### src/rtl/rr_mux_arbiter_4.sv
// Four-requester round-robin arbiter feeding a one-entry registered output stage.
// The winner index drives a 4:1 mux built from two levels of 2:1 mux stages.
module rr_mux_arbiter_4 #(
    parameter int WIDTH = 4
) (
    input  logic             clk,
    input  logic             rst,
    input  logic [3:0]       in_valid,
    input  logic [WIDTH-1:0] in_data0,
    input  logic [WIDTH-1:0] in_data1,
    input  logic [WIDTH-1:0] in_data2,
    input  logic [WIDTH-1:0] in_data3,
    output logic [3:0]       in_ready,
    output logic             out_valid,
    input  logic             out_ready,
    output logic [WIDTH-1:0] out_data,
    output logic [1:0]       out_src
);

    logic [1:0]       ptr_reg;
    logic             out_valid_reg;
    logic [WIDTH-1:0] out_data_reg;
    logic [1:0]       out_src_reg;

    logic [1:0]       winner;
    logic             free;
    logic             load;
    logic [WIDTH-1:0] data_arr [4];
    logic [WIDTH-1:0] stage1 [2];
    logic [WIDTH-1:0] mux_out;

    assign data_arr[0] = in_data0;
    assign data_arr[1] = in_data1;
    assign data_arr[2] = in_data2;
    assign data_arr[3] = in_data3;

    // Walk the rotated order backwards so the nearest requester after ptr wins;
    // offset 4 wraps onto ptr itself, giving it the lowest priority.
    always_comb begin
        logic [1:0] idx;
        idx    = '0;
        winner = ptr_reg;
        for (int k = 4; k >= 1; k--) begin
            idx = ptr_reg + 2'(k);
            if (in_valid[idx]) begin
                winner = idx;
            end
        end
    end

    genvar gi;
    generate
        for (gi = 0; gi < 2; gi++) begin : g_mux_stage1
            assign stage1[gi] = winner[0] ? data_arr[2*gi+1] : data_arr[2*gi];
        end
    endgenerate

    assign mux_out = winner[1] ? stage1[1] : stage1[0];

    assign free = !out_valid_reg || out_ready;
    assign load = !rst && free && (in_valid != 4'b0000);

    always_comb begin
        in_ready = 4'b0000;
        if (load) begin
            in_ready[winner] = 1'b1;
        end
    end

    always_ff @(posedge clk) begin
        if (rst) begin
            ptr_reg       <= 2'd3;
            out_valid_reg <= 1'b0;
            out_data_reg  <= '0;
            out_src_reg   <= 2'd0;
        end else if (load) begin
            ptr_reg       <= winner;
            out_valid_reg <= 1'b1;
            out_data_reg  <= mux_out;
            out_src_reg   <= winner;
        end else if (out_valid_reg && out_ready) begin
            out_valid_reg <= 1'b0;
        end
    end

    assign out_valid = out_valid_reg;
    assign out_data  = out_data_reg;
    assign out_src   = out_src_reg;

endmodule
### config.mk
export PLATFORM = sky130hd
export DESIGN_NAME = rr_mux_arbiter_4
export DESIGN_NICKNAME = d
export VERILOG_FILES = /design/src/rtl/rr_mux_arbiter_4.sv
export SDC_FILE = /design/constraint.sdc
export NUM_CORES = 1
export LEC_CHECK = 0
export CAP_MARGIN = 40
export CORE_MARGIN = 5
export CORE_UTILIZATION = 36
export CTS_CLUSTER_SIZE = 28
export DETAILED_ROUTE_END_ITERATION = 10
export PLACE_DENSITY = 0.77
export SYNTH_ARGS = -nofsm -noshare
export SYNTH_HDL_FRONTEND = slang
export SYNTH_SLANG_ARGS = --single-unit
### constraint.sdc
create_clock -name clk -period 2.1 [get_ports clk]
set_clock_uncertainty 0.2 [all_clocks]
set_input_delay 0.42 -clock clk [delete_from_list [all_inputs] [get_ports clk]]
set_output_delay 0.42 -clock clk [all_outputs]
set_load 0.01 [all_outputs]
==> reports/metrics.yaml <==
detailed_routing:
  drtPass1Iterations: 4
  route.vias.total: 832
  initialDrtViolationCount: 17
  ant_nets: 0
  vias_per_cell: 5.47
  route.detailed.drc: 0
  avgRoutedWirePerCell_um: 16.3
  wl_um: 2470
worst_hold_path:
  hold_class: "in2reg"
  hp-start: "in_valid[2]"
  min_to: "out_valid"
  hold_depth: 3
finish:
  final_cell_area_mm2: 0.00122
  fillers: 108
  antenna_cells_inserted: 0
  nets: 160
  utilization_pct: 80.1
  drive_above_1_share_pct: 44.1
  multi_input_area_um2: 442
  area_delta_synth_final_pct: 110
  area.sequential_um2: 184
  layout_common_cells: "29 x buf_4, 23 x clkdlybuf4s50_1"
  final_common_cell: "buf_4"
  largest_reg_flops: 4
setup_path:
  reg2reg_depth: 9
  path_max_fanout: 3
  reg2reg_slack_ns: 0.14
  reg2reg_to: "out_data[2]"
  critical_path_class: "reg2out"
  r2r-start: "ptr_reg[0]"
  critPathLaunchType: "register"
  worstPathRequired_ns: 1.48
  cp.arrival_ns: 1.67
  worstSetupEndpointType: "primary output"
global_routing:
  grtUsageTotal_pct: 21.4
  antenna_found_initial: 0
  grt_pass1_wl_um: 4260
  grt-ovfl-total: 0
  grt_max_degree: 10
  grt_pass1_vias: 932
timing:
  maxSlewViolCount: 0
  fmax_ghz: 0.437
  setup_viol: 4
  post-route-period-util_pct: 109
  rsz0062_at_grt: "true"
  fin_ws_ns: -0.187
  hold-worst-slack_ns: 0.291
  tightest_slew_ns: 0.298
  hold_viol_final: 0
  finalCriticalPeriod_ns: 2.29
  maxSlewHeadroom_pct: 80.1
clocking:
  cts_tree: "done"
  clkTransAtPathRegs_ns: 0.09
  clkSinkCount: 9
  cts_made_buffers: 3
  cts-htree-levels: 1
  clk_path_buf_depth: 2
  insertion_delay_ns: 0.28
  cts_root_buf: "clkbuf_4"
synth:
  avgSynthCellArea_um2: 8.29
  synthCells: 70
  synthDistinctLibCells: 21
  netlist_area_um2: 581
  seq_area_frac_synth_pct: 31.0
  ys_seq_elements: 9
  syn-num-nets: 93
  yosysWarnings: 0
place:
  gp_congestion: 0.783
  place_area_mm2: 0.00111
  place.detailed.hpwl_um: 1640
  port-buffer-count: 33
power_and_ir_drop:
  ir_drop_mv: 0.404
  power_density_mw_per_mm2: 650
  finalPower_mw: 0.794
  leakage_nw: 0.558
flow_run:
  max-cap-violations: 0
floorplan:
  die_area_mm2: 0.00252
  rows: 14
  die_h_um: 50.2
  die_w_um: 50.2
  coreArea_mm2: 0.00152
  io_pins: 34
  initial_utilization_pct: 38.1
run_status:
  violations: "setup timing"
  outcome: "finished with violations"
## cells in the mapped netlist
cell,number,share of area (%)
a211oi_1,8,10
a21o_1,1,1.3
a21oi_1,4,3.4
a221o_1,1,1.7
a221oi_4,1,4.5
and3_1,8,8.6
buf_2,3,2.6
dfxtp_1,9,31
inv_1,2,1.3
nand2_1,2,1.3
nand2b_1,4,4.3
nand3b_1,5,6.5
nor2_1,5,3.2
nor2b_2,1,1.5
nor3_1,4,3.4
nor4_1,1,1.1
o211ai_2,1,2.2
o21ai_0,4,3.4
o21ai_2,1,1.5
o31ai_1,4,5.2
or3b_1,1,1.5
## power breakdown
group	internal, mW	switching [mW]	total [mW]
Combinational	0.244	0.175	0.419
Clock	0.0707	0.0802	0.151
Sequential	0.200	0.0239	0.224
Total	0.515	0.279	0.794
## stage by stage
step                      TNS, ns  setup slack (ns)  cells
after CTS                  -0.451            -0.150    152
after global placement      -4.62            -0.822    141
after floorplan                 0            0.0156     70
after detailed placement    -5.14            -0.898    141
after global routing       -0.774            -0.261    152
final                      -0.470            -0.187    152
## kinds of logic after synthesis
logic type	Yosys count	synth area share, %
DFF	9	31.0
buffers and inverters	5	3.88
and+or+nand+nor	31	31.5
AOI/OAI and AO/OA	25	33.6
## worst max path at each step
stage,startpoint,end,slack [ns],cells after the start
after detailed placement,in_valid[3],in_ready[0],-0.90,6
after global routing,ptr_reg[0],in_ready[0],-0.26,6
after global placement,in_valid[3],in_ready[0],-0.82,6
after floorplan,out_ready,in_ready[1],0.02,5
final,ptr_reg[0],in_ready[0],-0.19,6
after CTS,ptr_reg[0],in_ready[0],-0.15,6
## what timing repair did
item                                    4_1_cts  5_1_grt
pin swaps                                     8        2
resized for setup                            49        4
hold buffers                                  0        0
setup buffers                                 7        1
endpoints found under the setup margin        8        6
## worst max-delay path, cell delays in order, from the launching register on
cell	delay, ns
dfxtp_4	0.38
nor2b_4	0.04
a21o_1	0.17
a221o_1	0.36
buf_6	0.14
nor3_4	0.14
buf_2	0.15
## metal layers
metal,GRT usage (%),up-vias,part of all wire (%)
li1,-,401,-
met1,24.9,400,40
met2,38.3,27,53
met3,3.85,4,5.9
met4,8.30,0,1.6
met5,0,-,0
## cell type report
type | count | area share, %
Clock buffer | 3 | 1.84
Clock inverter | 1 | 0.410
Inverter | 2 | 0.615
Multi-Input combinational cell | 56 | 36.2
Sequential cell | 9 | 15.1
Tap cell | 16 | 1.64
Timing Repair Buffer | 65 | 44.3
Power figures use the tool's default switching activity.
